`src/rtl/dct_mac_sched.sv`:
```
// Single-multiplier 8-tap dot-product scheduler for a DCT row: streams sample/coefficient
// pairs from two synchronous RAMs, accumulates, then rounds, descales and saturates to 16 bits.
module dct_mac_sched #(
    parameter int DESCALE = 13,
    parameter int ACC_W   = 32
) (
    input  logic        ap_clk,
    input  logic        ap_rst,
    input  logic        ap_start,
    output logic        ap_idle,
    output logic        ap_done,
    output logic        ap_ready,
    input  logic [2:0]  row,
    output logic [2:0]  src_address0,
    output logic        src_ce0,
    input  logic [14:0] src_q0,
    output logic [5:0]  coef_address0,
    output logic        coef_ce0,
    input  logic [15:0] coef_q0,
    output logic [15:0] dout,
    output logic        dout_ap_vld
);

    typedef enum logic [1:0] {IDLE, ISSUE, DRAIN, DONE} state_t;

    localparam logic signed [ACC_W:0] RND     = (ACC_W+1)'(1) << (DESCALE - 1);
    localparam logic signed [ACC_W:0] SAT_MAX = 32767;
    localparam logic signed [ACC_W:0] SAT_MIN = -32768;

    state_t                    state, next_state;
    logic [2:0]                k;
    logic [2:0]                row_l;
    logic [1:0]                drain_cnt;
    logic                      data_vld;
    logic                      prod_vld;
    logic signed [28:0]        prod;
    logic signed [ACC_W-1:0]   acc;
    logic signed [ACC_W-1:0]   prod_ext;
    logic signed [30:0]        mult_full;
    logic                      mult_unused;
    logic signed [ACC_W:0]     rnd_sum;
    logic signed [ACC_W:0]     rnd_shift;
    logic [15:0]               sat;

    // The only multiplier; the top two product bits are dropped so the product wraps at 29 bits.
    assign mult_full   = $signed(src_q0) * $signed(coef_q0);
    assign mult_unused = ^mult_full[30:29];
    assign prod_ext    = {{(ACC_W-29){prod[28]}}, prod};

    always_ff @(posedge ap_clk) begin
        if (ap_rst) begin
            state <= IDLE;
        end else begin
            state <= next_state;
        end
    end

    always_comb begin
        next_state = state;
        case (state)
            IDLE:    if (ap_start) next_state = ISSUE;
            ISSUE:   if (k == 3'd7) next_state = DRAIN;
            DRAIN:   if (drain_cnt == 2'd2) next_state = DONE;
            DONE:    next_state = IDLE;
            default: next_state = IDLE;
        endcase
    end

    always_comb begin
        ap_idle       = (state == IDLE);
        ap_done       = (state == DONE);
        ap_ready      = ap_done;
        dout_ap_vld   = ap_done;
        src_ce0       = (state == ISSUE);
        coef_ce0      = src_ce0;
        src_address0  = k;
        coef_address0 = {row_l, k};
    end

    // Extra headroom bit so the rounding offset cannot wrap a near-full-scale accumulator.
    always_comb begin
        rnd_sum   = {acc[ACC_W-1], acc} + RND;
        rnd_shift = rnd_sum >>> DESCALE;
        if (rnd_shift > SAT_MAX) begin
            sat = 16'h7fff;
        end else if (rnd_shift < SAT_MIN) begin
            sat = 16'h8000;
        end else begin
            sat = rnd_shift[15:0];
        end
    end

    // Pipeline: issue -> RAM data (data_vld) -> product register (prod_vld) -> accumulate.
    always_ff @(posedge ap_clk) begin
        if (ap_rst) begin
            k         <= 3'd0;
            row_l     <= 3'd0;
            drain_cnt <= 2'd0;
            data_vld  <= 1'b0;
            prod_vld  <= 1'b0;
            prod      <= '0;
            acc       <= '0;
            dout      <= 16'd0;
        end else begin
            data_vld <= (state == ISSUE);
            prod_vld <= data_vld;
            if (data_vld) begin
                prod <= mult_full[28:0];
            end
            if (state == IDLE && ap_start) begin
                acc <= '0;
            end else if (prod_vld) begin
                acc <= acc + prod_ext;
            end
            case (state)
                IDLE: begin
                    if (ap_start) begin
                        row_l     <= row;
                        k         <= 3'd0;
                        drain_cnt <= 2'd0;
                    end
                end
                ISSUE: k <= k + 3'd1;
                DRAIN: begin
                    drain_cnt <= drain_cnt + 2'd1;
                    if (drain_cnt == 2'd2) begin
                        dout <= sat;
                    end
                end
                default: ;
            endcase
        end
    end

endmodule

```
`config.mk`:
```
export PLATFORM = sky130hd
export DESIGN_NAME = dct_mac_sched
export DESIGN_NICKNAME = d
export VERILOG_FILES = /design/src/rtl/dct_mac_sched.sv
export SDC_FILE = /design/constraint.sdc
export NUM_CORES = 1
export LEC_CHECK = 0
export BUFFER_PORTS_ARGS = -buffer_cell sky130_fd_sc_hd__buf_2
export CAP_MARGIN = 20
export CORE_MARGIN = 3
export CORE_UTILIZATION = 60
export DETAILED_ROUTE_END_ITERATION = 6
export PLACE_DENSITY = 0.78
export SYNTH_ARGS = -nofsm -noshare
export SYNTH_HDL_FRONTEND = slang
export SYNTH_SLANG_ARGS = --single-unit
```
`constraint.sdc`:
```
create_clock -name ap_clk -period 8.4 [get_ports ap_clk]
set_clock_uncertainty 0.15 [all_clocks]
set_input_delay 0.84 -clock ap_clk [delete_from_list [all_inputs] [get_ports ap_clk]]
set_output_delay 0.84 -clock ap_clk [all_outputs]
set_load 0.1 [all_outputs]
```
==> flow_summary_export.csv, run 1 <==
group,metric,value,unit
drt,vias,10341,
worst_setup_path,end_kind,"register",
timing,finalCriticalPeriod,6700,ps
yosys,synth_area_leader_cell,"fa_1",
drt,drt_first_iter_violations,602,
clock_network,cts_tree,"done",
global_routing,grt_overflow,0,
drt,routedWlPerCell,15.3,um
clock_network,hold_buffers,0,
yosys,syn_inst,1582,
clock_network,cts_max_level,3,
clock_network,clockRootBuffer,"clkbuf_16",
die,die_h,158,um
yosys,yosys.area_share.simple,0.163,
finish,n_antenna_cell,0,
worst_setup_path,startpoint,"coef_q0[6]",
drt,drc,0,
clock_network,clkLatencyLatePin,340,ps
yosys,synth_edf_count,0,
yosys,synth_nets,1961,
yosys,async_reset_ff_frac,0,
timing,tightestPinTransition,1000,ps
die,die_width,158,um
die,rows,54,
yosys,synth_top_family_by_area,"adder cells",
place,post_dp_cell_area,14300,sq um
outcome,run_status,"completed",
die,initial_core_util,0.623,
yosys,syn_area,13900,sq um
drt,dr.pass1.iters,5,
yosys,yosys_register_bits,89,
timing,setup_viol,0,
finish,design_area,14600,sq um
drt,routed_via_density,5.49,
global_routing,antenna_found_initial,0,
worst_setup_path,worstPathMaxFanout,15,
yosys,yosysMostFrequentCell,"inv_1",
clock_network,post_cts_resized,0,
finish,syn2layout_area_growth,5.48,%
yosys,ys_types,65,
yosys,synth_compound_area_frac,0.0977,
global_routing,grt_pass1_wl,49900,um
timing,rsz0062_at_grt,"no",
worst_setup_path,startpoint_type,"input pin",
timing,max_freq,149,MHz
min_path,hold_path_depth,2,
clock_network,clkTransAtPathRegs,60,ps
worst_setup_path,rr_worst_depth,12,
global_routing,grt_pass1_vias,10604,
die,die_area,25000,sq um
die,ios,68,
worst_setup_path,rr_startpoint,"prod[0]",
die,core,22200,sq um
yosys,avgSynthCellArea,8.76,sq um
yosys,ys_seq_area_frac,0.129,
yosys,synth-adder-area-share,0.430,
clock_network,cts.path.max_buffers,2,
drt,wl,28900,um
yosys,synth_flop_cell,"dfxtp_1",
yosys,synth_top_area_frac,0.324,
finish,nNetsFinal,1979,
worst_setup_path,cp.arrival,6780,ps
worst_setup_path,path_class,"in2reg",
yosys,synth_mux_area_frac,0.0319,
finish,drive_gt1_frac,0.0618,
worst_setup_path,critPathRequiredTime,8480,ps
min_path,min_from,"row_l[1]",
flow_run,drv_cap,0,
place,place_hpwl,23800,um
place,place_congestion,0.904,
timing,relSlewSlack,0.329,
yosys,synth_warnings,0,
clock_network,clock_sinks,89,
clock_network,cts_buffers,9,
place,portBuffers,67,
timing,finalHoldViolCount,0,
yosys,synthXorXnorAreaFrac,0.0480,
timing,finalCritPeriodShare,0.798,
clock_network,cts_setup_buffers,0,
timing,tns,0,ps
global_routing,grt_start_max_net_pins,59,
drt,antenna_left,0,
timing,maxSlewViolCount,0,
yosys,ys_top_cells_by_area,"fa_1, dfxtp_1, ha_1",
min_path,hold_class,"reg2reg",
global_routing,grtUsageTotal,0.244,
yosys,synthTopCellsByCount,"inv_1, fa_1, nand2_1, ha_1, nor2_1",
metrics by stage:
stage	hold WS (ps)	utilization	worst slack, ps	cells
floorplan	282	-	1750	1582
global placement	290	0.642	1470	1868
detailed placement	297	0.643	1340	1869
CTS	305	0.658	1700	1883
global route	329	0.658	1290	1883
finish	302	0.658	1700	1883
path summary, 6_finish.rpt:
kind | endpoint | slack (ps)
max reg2reg | acc[28] | 5030
max | prod[28] | 1700
min reg2reg | row_l[1] | 300
min | row_l[1] | 300
routing by layer:
metal  track usage  part of all wire  vias up
li1              -                 -     4963
met1         0.339              0.46     5042
met2         0.414              0.48      310
met3        0.0328             0.058       26
met4        0.0488            0.0087        0
met5             0                 0        -
flip-flops by register name, indices dropped and copies added (netlist names):
| signal | count |
|---|---|
| dout | 16 |
| acc | 32 |
| data_vld | 1 |
| prod_vld | 1 |
| state | 2 |
| drain_cnt | 2 |
| prod | 29 |
| row_l | 3 |
| src_address0 | 3 |
final cells by class:
class / count / area [sq um]
repair buffers: 70 / 365
fillers: 1794 / 7610
clock inverters: 5 / 106
clock buffers: 9 / 225
flip-flops and latches: 89 / 1780
multi-input cells: 1136 / 10700
well taps: 280 / 350
inverters: 294 / 1100
layout by cell type (no fill, tap or decap), types with 3 or more instances in the layout:
master / netlist / final
and2_1: 110 / 110
nand3b_1: 3 / 3
o21bai_1: 11 / 11
xnor2_1: 42 / 42
bufinv_16: 0 / 3
and3_1: 7 / 7
nor2_1: 116 / 116
nand2b_1: 16 / 16
ha_1: 118 / 118
o21a_1: 20 / 20
dfxtp_1: 89 / 88
o31ai_1: 4 / 4
nor3_1: 19 / 19
nand2_1: 154 / 154
a21oi_1: 56 / 56
mux2i_1: 43 / 43
a21oi_2: 4 / 4
clkbuf_16: 0 / 9
fa_1: 224 / 224
a31oi_1: 6 / 6
inv_1: 293 / 293
buf_2: 3 / 67
a211oi_1: 12 / 12
a21o_1: 28 / 28
o21ai_0: 26 / 26
nor2b_1: 3 / 3
nand4_1: 8 / 8
nand3_1: 29 / 29
xor2_1: 34 / 34
kinds of logic after synthesis:
logic type	Yosys count
xor+xnor	76
buf+inv	357
compound gates	198
fa+ha+maj	342
simple gates	476
flops	89
mux	44
worst max-delay path, stage by stage:
cell	delay, ps
buf_2	210
and2_1	220
fa_1	500
inv_1	50
fa_1	530
inv_1	70
fa_1	520
inv_1	60
fa_1	470
inv_1	50
fa_1	520
inv_1	50
fa_1	520
inv_1	50
ha_1	340
inv_1	70
nor2_1	100
nor2_1	80
o41ai_2	460
a21oi_2	170
o31a_1	340
or3_1	310
a32o_1	230
Power of run 1 is left out: the tool's default activity adds up to more than one toggle a clock period on the data nets, which glitch-free logic cannot reach.
==> run 2: changes to the inputs <==
--- a/config.mk
+++ b/config.mk
@@ -5,12 +5,13 @@
 export SDC_FILE = /design/constraint.sdc
 export NUM_CORES = 1
 export LEC_CHECK = 0
+export ABC_AREA = 1
 export BUFFER_PORTS_ARGS = -buffer_cell sky130_fd_sc_hd__buf_2
 export CAP_MARGIN = 20
 export CORE_MARGIN = 3
-export CORE_UTILIZATION = 60
+export CORE_UTILIZATION = 59
 export DETAILED_ROUTE_END_ITERATION = 6
-export PLACE_DENSITY = 0.78
+export PLACE_DENSITY = 0.8
 export SYNTH_ARGS = -nofsm -noshare
 export SYNTH_HDL_FRONTEND = slang
 export SYNTH_SLANG_ARGS = --single-unit
==> constraint.sdc (replaced) <==
create_clock -name ap_clk -period 6.1 [get_ports ap_clk]
set_clock_uncertainty 0.15 [all_clocks]
set_input_delay 0.61 -clock ap_clk [delete_from_list [all_inputs] [get_ports ap_clk]]
set_output_delay 0.61 -clock ap_clk [all_outputs]
set_load 0.1 [all_outputs]
==> flow_summary_export.csv, run 2 <==
group,metric,value,unit
drt,drc,0,
clock_network,clock_sinks,89,
die,ios,68,
die,core,25300,sq um
timing,finalHoldViolCount,0,
drt,routed_via_density,5.26,
timing,max_freq,169,MHz
global_routing,grt_overflow,0,
worst_setup_path,path_class,"in2reg",
yosys,ys_seq_area_frac,0.116,
timing,maxSlewViolCount,0,
worst_setup_path,r2r_setup_slack,2760,ps
place,place_hpwl,33600,um
die,initial_core_util,0.604,
clock_network,cts_tree,"done",
clock_network,clockRootBuffer,"clkbuf_16",
yosys,synth_nets,2551,
timing,relSlewSlack,0.345,
finish,nNetsFinal,2663,
worst_setup_path,timing.rr.end,"acc[14]",
worst_setup_path,rr_startpoint,"state[0]",
timing,rsz0062_at_grt,"yes",
worst_setup_path,crit_chain,"buf_2, nand2_1, inv_1, fa_2, fa_2, clkinvlp_4, buf_4, fa_1, fa_1, fa_1, fa_1, inv_1, ha_1, inv_1, o21bai_2, nand3_1, nand2_1, a21oi_1, nand3_1, inv_1, nand3_1, nand3_1, nand2_1, inv_1",
yosys,yosysMostFrequentCell,"inv_1",
timing,finalCritPeriodShare,0.969,
die,rows,58,
finish,largest_reg_flops,32,
drt,vias,13775,
finish,n_antenna_cell,0,
finish,top_regs,"acc: 32 flops, prod: 29 flops, dout: 16 flops",
yosys,ys_top_cells_by_area,"fa_1, inv_1, nand2_1",
finish,syn2layout_area_growth,11.0,%
timing,tightestPinTransition,976,ps
yosys,synth_warnings,0,
timing,finalCriticalPeriod,5910,ps
global_routing,grt_pass1_vias,13898,
clock_network,clkTransAtPathRegs,70,ps
worst_setup_path,cpMaxStageDelayCell,"fa_2",
timing,tns,0,ps
timing,whs,316,ps
finish,drive_gt1_frac,0.118,
clock_network,cts.path.max_buffers,2,
yosys,synth_flop_cell,"dfxtp_1",
yosys,ys_types,45,
flow_run,drv_cap,0,
worst_setup_path,rr_worst_depth,9,
finish,layout_commonest_cell,"inv_1",
yosys,synth_top_area_frac,0.293,
die,die_width,167,um
yosys,syn_inst,2172,
global_routing,grtUsageTotal,0.291,
yosys,synth_area_leader_cell,"fa_1",
die,die_area,27900,sq um
worst_setup_path,end_kind,"register",
drt,routedWlPerCell,15.0,um
finish,most-common-layout-cells,"inv_1, nand2_1, fa_1",
die,die_h,167,um
clock_network,hold_buffers,0,
worst_setup_path,crit_top_cell,"inv_1",
yosys,async_reset_ff_frac,0,
yosys,synth_edf_count,0,
yosys,synthTopCellsByCount,"inv_1, nand2_1, fa_1, nor2_1, ha_1",
clock_network,cts_max_level,3,
place,placedCellCount,2602,
drt,drt_first_iter_violations,1032,
worst_setup_path,cp-endpoint,"prod[28]",
yosys,syn_area,15300,sq um
global_routing,grt_start_max_net_pins,44,
worst_setup_path,worstPathMaxFanout,8,
global_routing,grt_pass1_wl,66900,um
drt,antenna_left,0,
worst_setup_path,cp.arrival,6000,ps
outcome,run_status,"completed",
clock_network,cts_buffers,9,
place,portBuffers,67,
worst_setup_path,cpPeakStageDelay,610,ps
min_path,hold_class,"reg2reg",
finish,stdcell_count,2619,
clock_network,clkLatencyLatePin,340,ps
timing,setup_viol,0,
yosys,avgSynthCellArea,7.04,sq um
drt,dr.pass1.iters,6,
yosys,yosys_register_bits,89,
drt,wl,39400,um
finish,largest-register,"acc",
finish,fin_util,0.671,
worst_setup_path,critPathRequiredTime,6190,ps
worst_setup_path,startpoint,"src_q0[0]",
global_routing,antenna_found_initial,0,
place,place_congestion,0.944,
worst_setup_path,startpoint_type,"input pin",
[run 2: timing repair]
item	in CTS	in global routing
endpoints found under the setup margin	0	12
resized for setup	0	43
buffers inserted	0	1
[run 2: how the worst min path moves through the flow]
| stage | start | to | slack [ps] | cells past startpoint |
|---|---|---|---|---|
| 6_report | dout[15] | dout[15] | 320 | 2 |
| 3_3_place_gp | drain_cnt[1] | drain_cnt[1] | 300 | 2 |
| 3_5_place_dp | dout[15] | dout[15] | 310 | 2 |
| 5_1_grt | dout[15] | dout[15] | 350 | 2 |
| 4_1_cts | dout[15] | dout[15] | 320 | 2 |
| 2_1_floorplan | drain_cnt[1] | drain_cnt[1] | 290 | 2 |
[run 2: logic make-up after synthesis]
family / after synthesis / share of synthesized area
AO/OA/AOI/OAI: 248 / 0.0910
XOR/XNOR: 40 / 0.0229
adder cells (fa/ha/maj): 342 / 0.390
buffers and inverters: 637 / 0.158
flip-flops: 89 / 0.116
AND/OR/NAND/NOR: 816 / 0.222
[run 2: per-layer routing]
layer,global-route usage,up-vias,wire [um]
li1,-,6676,-
met1,0.415,6594,17400
met2,0.476,452,18200
met3,0.0463,53,3130
met4,0.0545,0,626
met5,0,-,0
[run 2: cell type report]
class	count	area, sq um
fill	2239	8340
clock inverter	6	50.0
inverter	563	2120
multi-input combinational	1446	11200
tap	330	413
clock buffer	10	229
sequential	89	1780
timing repair buffer	175	1180
[run 2: stage by stage]
stage	setup slack [ps]	area (sq um)
after detailed placement	-204	16600
after CTS	160	16900
after global placement	-218	16600
after floorplan	5.78	15300
after global routing	-32.5	17000
final	189	17000
[run 2: worst max-delay path: cells and delay by family]
| kind | cells | cell delay (ps) |
|---|---|---|
| adders and majority gates | 7 | 3560 |
| AOI/OAI and AO/OA | 2 | 240 |
| buffers and inverters | 8 | 960 |
| and+or+nand+nor | 7 | 630 |
Power of run 2 is left out for the same reason.
